## src/rtl/vector_load_store_unit.sv

```systemverilog
// Vector load/store unit: moves one D-element byte vector between the register file and DDR.
// LDV issues D pipelined reads (bounded outstanding); SV posts D byte writes.
module vector_load_store_unit #(
  parameter int unsigned D              = 16,
  parameter int unsigned MaxOutstanding = 4
) (
  input  logic           clk_i,
  input  logic           rst_ni,
  input  logic           start_i,
  input  logic [1:0]     op_i,
  input  logic [15:0]    addr_i,
  input  logic [D*8-1:0] vec_i,
  output logic           busy_o,
  output logic           done_o,
  output logic           err_o,
  output logic [D*8-1:0] vec_o,
  output logic           ddr_req_o,
  output logic           ddr_we_o,
  output logic [15:0]    ddr_addr_o,
  output logic [7:0]     ddr_wdata_o,
  input  logic           ddr_gnt_i,
  input  logic           ddr_rvalid_i,
  input  logic [7:0]     ddr_rdata_i
);

  localparam int unsigned CW     = $clog2(D + 1);
  localparam int unsigned IW     = (D > 1) ? $clog2(D) : 1;
  localparam int unsigned MaxEff = (MaxOutstanding < D) ? MaxOutstanding : D;
  localparam logic [CW-1:0] DCnt   = CW'(D);
  localparam logic [CW-1:0] MaxCnt = CW'(MaxEff);

  typedef enum logic [1:0] {IDLE, LOAD, STORE, FINISH} state_t;
  typedef enum logic [1:0] {OP_LDV = 2'd0, OP_SV = 2'd1} op_t;

  state_t         state;
  logic [15:0]    base_q;
  logic [D*8-1:0] vec_q;
  logic [CW-1:0]  issue_cnt, recv_cnt;
  logic [CW-1:0]  issue_nx, recv_nx, outst_nx;
  logic           gnt_acc, rv_acc;
  logic [IW-1:0]  widx, ridx;

  // Next-state counters drive the registered request so outstanding never overshoots.
  always_comb begin
    gnt_acc  = ddr_req_o & ddr_gnt_i;
    rv_acc   = (state == LOAD) && ddr_rvalid_i && (recv_cnt != issue_cnt);
    issue_nx = issue_cnt + CW'(gnt_acc);
    recv_nx  = recv_cnt + CW'(rv_acc);
    outst_nx = issue_nx - recv_nx;
    widx     = issue_nx[IW-1:0];
    ridx     = recv_cnt[IW-1:0];
  end

  always_ff @(posedge clk_i or negedge rst_ni) begin
    if (!rst_ni) begin
      state       <= IDLE;
      base_q      <= '0;
      vec_q       <= '0;
      issue_cnt   <= '0;
      recv_cnt    <= '0;
      busy_o      <= 1'b0;
      done_o      <= 1'b0;
      err_o       <= 1'b0;
      vec_o       <= '0;
      ddr_req_o   <= 1'b0;
      ddr_we_o    <= 1'b0;
      ddr_addr_o  <= '0;
      ddr_wdata_o <= '0;
    end else begin
      done_o <= 1'b0;
      err_o  <= 1'b0;
      case (state)
        IDLE: begin
          if (start_i) begin
            base_q     <= addr_i;
            vec_q      <= vec_i;
            issue_cnt  <= '0;
            recv_cnt   <= '0;
            ddr_addr_o <= addr_i;
            if (op_i == OP_LDV) begin
              state     <= LOAD;
              busy_o    <= 1'b1;
              ddr_req_o <= 1'b1;
              ddr_we_o  <= 1'b0;
            end else if (op_i == OP_SV) begin
              state       <= STORE;
              busy_o      <= 1'b1;
              ddr_req_o   <= 1'b1;
              ddr_we_o    <= 1'b1;
              ddr_wdata_o <= vec_i[7:0];
            end else begin
              state  <= FINISH;
              done_o <= 1'b1;
              err_o  <= 1'b1;
            end
          end
        end
        LOAD: begin
          issue_cnt  <= issue_nx;
          recv_cnt   <= recv_nx;
          ddr_addr_o <= base_q + 16'(issue_nx);
          if (rv_acc) vec_o[{ridx, 3'b000} +: 8] <= ddr_rdata_i;
          if (recv_nx == DCnt) begin
            state     <= FINISH;
            busy_o    <= 1'b0;
            done_o    <= 1'b1;
            ddr_req_o <= 1'b0;
          end else begin
            ddr_req_o <= (issue_nx < DCnt) && (outst_nx < MaxCnt);
          end
        end
        STORE: begin
          issue_cnt   <= issue_nx;
          ddr_addr_o  <= base_q + 16'(issue_nx);
          ddr_wdata_o <= vec_q[{widx, 3'b000} +: 8];
          if (issue_nx == DCnt) begin
            state     <= FINISH;
            busy_o    <= 1'b0;
            done_o    <= 1'b1;
            ddr_req_o <= 1'b0;
            ddr_we_o  <= 1'b0;
          end else begin
            ddr_req_o <= 1'b1;
          end
        end
        FINISH: begin
          state    <= IDLE;
          ddr_we_o <= 1'b0;
        end
        default: state <= IDLE;
      endcase
    end
  end

endmodule

```

## config.mk

```make
export PLATFORM = sky130hd
export DESIGN_NAME = vector_load_store_unit
export DESIGN_NICKNAME = d
export VERILOG_FILES = /design/src/rtl/vector_load_store_unit.sv
export SDC_FILE = /design/constraint.sdc
export NUM_CORES = 1
export LEC_CHECK = 0
export ABC_CLOCK_PERIOD_IN_PS = 7360
export BUFFER_PORTS_ARGS = -buffer_cell sky130_fd_sc_hd__buf_2
export CORE_MARGIN = 8
export CORE_UTILIZATION = 35
export DETAILED_ROUTE_END_ITERATION = 8
export PLACE_DENSITY_LB_ADDON = 0.3
export SETUP_SLACK_MARGIN = 0.2
export SYNTH_ARGS = -nofsm -noshare
export SYNTH_HDL_FRONTEND = slang
export SYNTH_SLANG_ARGS = --single-unit
```

## constraint.sdc

```tcl
create_clock -name clk_i -period 7.36 [get_ports clk_i]
set_clock_uncertainty 0.15 [all_clocks]
set_input_delay 1.104 -clock clk_i [delete_from_list [all_inputs] [get_ports clk_i]]
set_output_delay 1.104 -clock clk_i [all_outputs]
set_load 0.02 [all_outputs]
```

# After elaboration in Yosys (flattened, before gate mapping)
# Cells that the tools add are included.
word_totals:
  elab_cells: 92
  in_bits: 159
  regBits: 313
op_classes:
  reduce_logical: 20
  shift: 3
  n_lt_le_gt_ge: 2
  bitwise: 1
  mux: 35
  eq_ne: 13
  addsub: 5
ops:
  columns: ["operator", "n"]
  rows:
  - ["$bwmux W128", 1]
  - ["$shift A8 B9 Y128 const A", 1]
  - ["$shiftx A128 B8 Y8", 1]
  - ["$shiftx A8 B9 Y128", 1]
  - ["$pmux W16 S2", 1]
  - ["$mux W8", 3]
  - ["$pmux W5 S2", 2]
  - ["$add A16 B5 Y16", 1]
  - ["$mux W1", 16]
  - ["$mux W16", 1]
  - ["$pmux W8 S2", 1]
  - ["$pmux W1 S3", 4]
  - ["$add A5 B1 Y5", 2]
  - ["$eq A5 B5 Y1 const B", 2]
  - ["$neg A7 Y9", 1]
  - ["$mux W2", 4]
  - ["$ne A2 B2 Y1 const B", 4]
  - ["$pmux W2 S4", 1]
  - ["$reduce_and A2 Y1", 4]
  - ["$reduce_and A4 Y1", 2]
  - ["$reduce_and A3 Y1", 2]
  - ["$reduce_bool A2 Y1", 3]
  - ["$reduce_bool A3 Y1", 2]
  - ["$lt A5 B3 Y1 const B", 1]
  - ["13 further kinds", 18]

# Longest topological paths before layout
depth:
  depth_word: 9
  mapped_depth: 15
  ltp_nobuf: 14

# Worst setup path after synthesis
# Ideal clock, no wire load.
synth_path:
  path_type: "input to register"
  from: "input ddr_gnt_i"
  to: "register ddr_addr_o[10]"
  required_time_ns: 7.126
  slack_ns: 3.472
  t_arrival_ns: 3.654
  cell_stages: 12
  cell_sequence: "and2_1 > ha_1 > ha_1 > clkbuf_1 > inv_1 > fa_1 > nor2b_1 > o21ai_0 > a21boi_0 > o2111ai_1 > xor2_1 > o21ai_0"
synth_via:
  elab_chain_cells: 4
synth_lines:
  columns: ["element", "line", "source"]
  rows:
  - ["from (decl)", "21", "input logic ddr_gnt_i,"]
  - ["$and A1 B1 Y1", "45", "gnt_acc = ddr_req_o & ddr_gnt_i;"]
  - ["$add A5 B1 Y5", "47", "issue_nx = issue_cnt + CW'(gnt_acc);"]
  - ["$add A16 B5 Y16", "101, 114", null]
  - ["$pmux W16 S2", "72", "case (state)"]
  - ["to (signal assigned)", "79", "ddr_addr_o <= addr_i;"]
  - ["to (signal assigned)", "101", "ddr_addr_o <= base_q + 16'(issue_nx);"]
  - ["to (signal assigned)", "114", "ddr_addr_o <= base_q + 16'(issue_nx);"]
  - ["to (decl)", "19", "output logic [15:0] ddr_addr_o,"]
# No other way between the ends.
# A chain may end at the register's enable or synchronous reset.

# Worst setup path in the final report
layout_path:
  from: "input ddr_gnt_i"
  to: "register ddr_addr_o[14]"
# Same word-level chain as after synthesis.

==> summary.txt <==
Detailed routing
  • DR pass1 iterations: 5
  • WL/cell: 21.0 um
  • DRT iter0 DRCs: roughly 540
  • DRC: 0
  • WL final: 39,800 um
  • Vias/cell: 5.00
  • Vias: 9,474
  • Detail Route Antenna Nets: 0

Timing
  • Relative slew slack: 0.153
  • Setup TNS: 0 ns
  • Final setup fails: 0
  • Final min period: 4.27 ns
  • Setup repair after global routing missed its margin: no
  • Fin worst setup slack: 3.09 ns
  • Hold Vio Cnt, Final: 0
  • Max Freq: around 230 MHz
  • Worst-Margin Slew: 1.27 ns
  • Final period utilization: 0.581
  • Slew Viols, Final: 0

Final layout
  • P&R area growth vs syn: 22.7%
  • # fillers: 3,809
  • Layout cells sized above 1: 0.493
  • Final nets: ~1,500
  • Final core occ: 0.432

Floorplanning
  • Num ports: 316
  • Die Ht: 218 um
  • Die footprint: 47,400 um2
  • Std-Cell Rows: 74
  • Core ar.: around 40,000 um2
  • Effective utilization at floorplan: 0.352
  • Die span in x: 218 um

Placement
  • Dpl ws: 2.53 ns
  • Final Wtd Congestion: just under 0.8
  • Port buffer count: ~320
  • Post-DP HPWL: 28,600 um

Synth
  • Post-synth EDFFs: 0
  • Synth Flop Type: dfrtp_1
  • Synth area leader: dfrtp_1
  • Most frequent cell after synthesis: dfrtp_1
  • Async SR Flop Fraction: 1.00
  • Mapped Nets: ~1,200
  • Largest cells by area after synthesis: dfrtp_1, mux2_2, mux4_2
  • Synth Instances: 1,034
  • Mean Syn Cell Area: around 14 um2
  • Syn. warnings: 0
  • Seq cells post-synth: 313
  • Post-synthesis cell type count: 60
  • Synth top area share: 0.550
  • Cell area after synthesis: 14,200 um2
  • Post-synthesis sequential area ratio: 0.550
  • Commonest cells in the netlist: dfrtp_1, mux2_2, nand2_1, o21ai_0, clkbuf_1

Min path
  • Hold depth: 2
  • Hold Crit Class: flip-flop to flip-flop

Clock network
  • H-tree depth: 2
  • Clock Path Buffers: 3
  • Clock root buffer master: clkbuf_16
  • Clk pin slew, worst setup/hold paths: 0.05 ns
  • Worst-Skew Late Latency: 0.54 ns
  • CTS buffer count: 38
  • Setup bufs post-CTS: 0
  • Hold Buf Count CTS: 0
  • Clk sinks: 313
  • CTS tree: yes
  • CTS resizes: 0

Flow run
  • Total of max-cap violations: 0

Setup path
  • Stages on worst setup path: 12
  • CP max FO: 40
  • R2r worst-path depth: 11
  • CP Class: input port to flip-flop
  • Endpoint class of the critical path: flip-flop
  • Crit path max-delay family: adder cells
  • Worst path bufs/invs: 2
  • Crit path max-delay cell type: ha_2
  • CP Launch Type: input port
  • Worst path cell trace: buf_2, and2_1, ha_4, ha_2, inv_1, fa_1, nor2b_1, o21ai_0, a21boi_0, o211ai_1, xor2_1, o21ai_0
  • Worst path most repeated cell: o21ai_0
  • Critical path required time: between 7 and 8 ns
  • WP data arrival: 4.56 ns
  • Slowest stage delay, CP: 0.98 ns

Run status
  • Status: finished, final reports clean

Global route
  • Number of global-route vias before repair: 10,000
  • Largest net degree at the start of global routing: 159
  • Total grt overflow: 0
  • Total track usage: 0.166
  • First-pass GRT wire length: between 60,000 and 70,000 um
  • Initial antenna violation count: 12

Power
  • Peak VDD IR: 0.000224 V
  • Leakage power: 0.00864 uW
  • PD cells: 380 nW/um2
==> tightest hold or removal path, stage by stage (launching register included) <==
cell     delay (ns)
dfrtp_1        0.34
nand2_1        0.04
o21ai_0        0.06
==> cell families after synthesis <==
group	Yosys count	synth area share
mux	313	0.282
xor+xnor	30	0.0185
flops	313	0.550
buf+inv	88	0.0298
compound gates	102	0.0423
simple gates	170	0.0607
fa+ha+maj	18	0.0163
==> area by class of cell <==
type | instances | area, um2 | share of cell area
antenna | 5 | 12.5 | 0.000716
clock buffer | 52 | 1080 | 0.0621
clock inverter | 15 | 135 | 0.00773
inverter | 24 | 90.1 | 0.00516
multi-input combinational | 633 | 6010 | 0.344
sequential | 313 | 7830 | 0.448
tap | 532 | 666 | 0.0381
timing repair buffer | 320 | 1640 | 0.0937
==> path summary, 6_finish.rpt <==
path	from	end	slack, ns
worst max-delay path	ddr_gnt_i	ddr_addr_o[14]$_DFFE_PN0P_	3.09
worst max register to register	ddr_req_o$_DFFE_PN0P_	ddr_addr_o[14]$_DFFE_PN0P_	3.34
min in group asynchronous	rst_ni	vec_o[67]$_DFFE_PN0P_	0.43
max in group asynchronous	rst_ni	vec_q[97]$_DFFE_PN0P_	5.27
worst min register to register	ddr_addr_o[0]$_DFFE_PN0P_	ddr_addr_o[0]$_DFFE_PN0P_	0.33
worst min-delay path	ddr_addr_o[0]$_DFFE_PN0P_	ddr_addr_o[0]$_DFFE_PN0P_	0.33
==> stage by stage <==
stage / instance area, um2 / power [uW] / std cells / hold slack, ns
final: 17500 / 6640 / 1894 / 0.332
after global routing: 17500 / 7060 / 1891 / 0.350
after CTS: 17500 / 6770 / 1889 / 0.334
after detailed placement: 16200 / 4890 / 1822 / 0.321
after global placement: 16200 / 4840 / 1822 / 0.312
after floorplan: 14200 / 4190 / 1034 / 0.320
==> where the power goes <==
group	switching, uW	total (uW)	internal (uW)
Clock	734	1840	1100
Combinational	1120	2260	1140
Sequential	306	2550	2250
==> layout by cell type (no fill, tap or decap), types with 13 or more instances in the layout <==
master / synthesis / final
nor2b_1: 15 / 15
dfrtp_1: 313 / 313
o21ai_0: 43 / 43
and3_1: 24 / 24
ha_1: 17 / 15
inv_1: 23 / 23
mux2_2: 232 / 232
xor2_1: 18 / 18
mux4_2: 33 / 33
clkbuf_16: 0 / 39
nor2_1: 26 / 26
nand3_1: 21 / 21
buf_2: 17 / 314
nand2_1: 51 / 50
mux2i_1: 13 / 13
mux2_1: 20 / 20
a21oi_1: 23 / 23
==> per-layer routing <==
layer  track usage  up-vias  wire length, um
li1              -     4307                -
met1         0.210     4819            17000
met2         0.269      268            18800
met3        0.0552       66             3060
met4        0.0464       14              786
met5             0        -               81
==> state kept, by name, indices dropped and copies added (netlist names), 2 cells and up <==
name and flops:
vec_o 128, vec_q 128, base_q 16, ddr_addr_o 16
ddr_wdata_o 8, issue_cnt 5, recv_cnt 5, state 2
No activity file was read; power rests on OpenSTA's default activity.
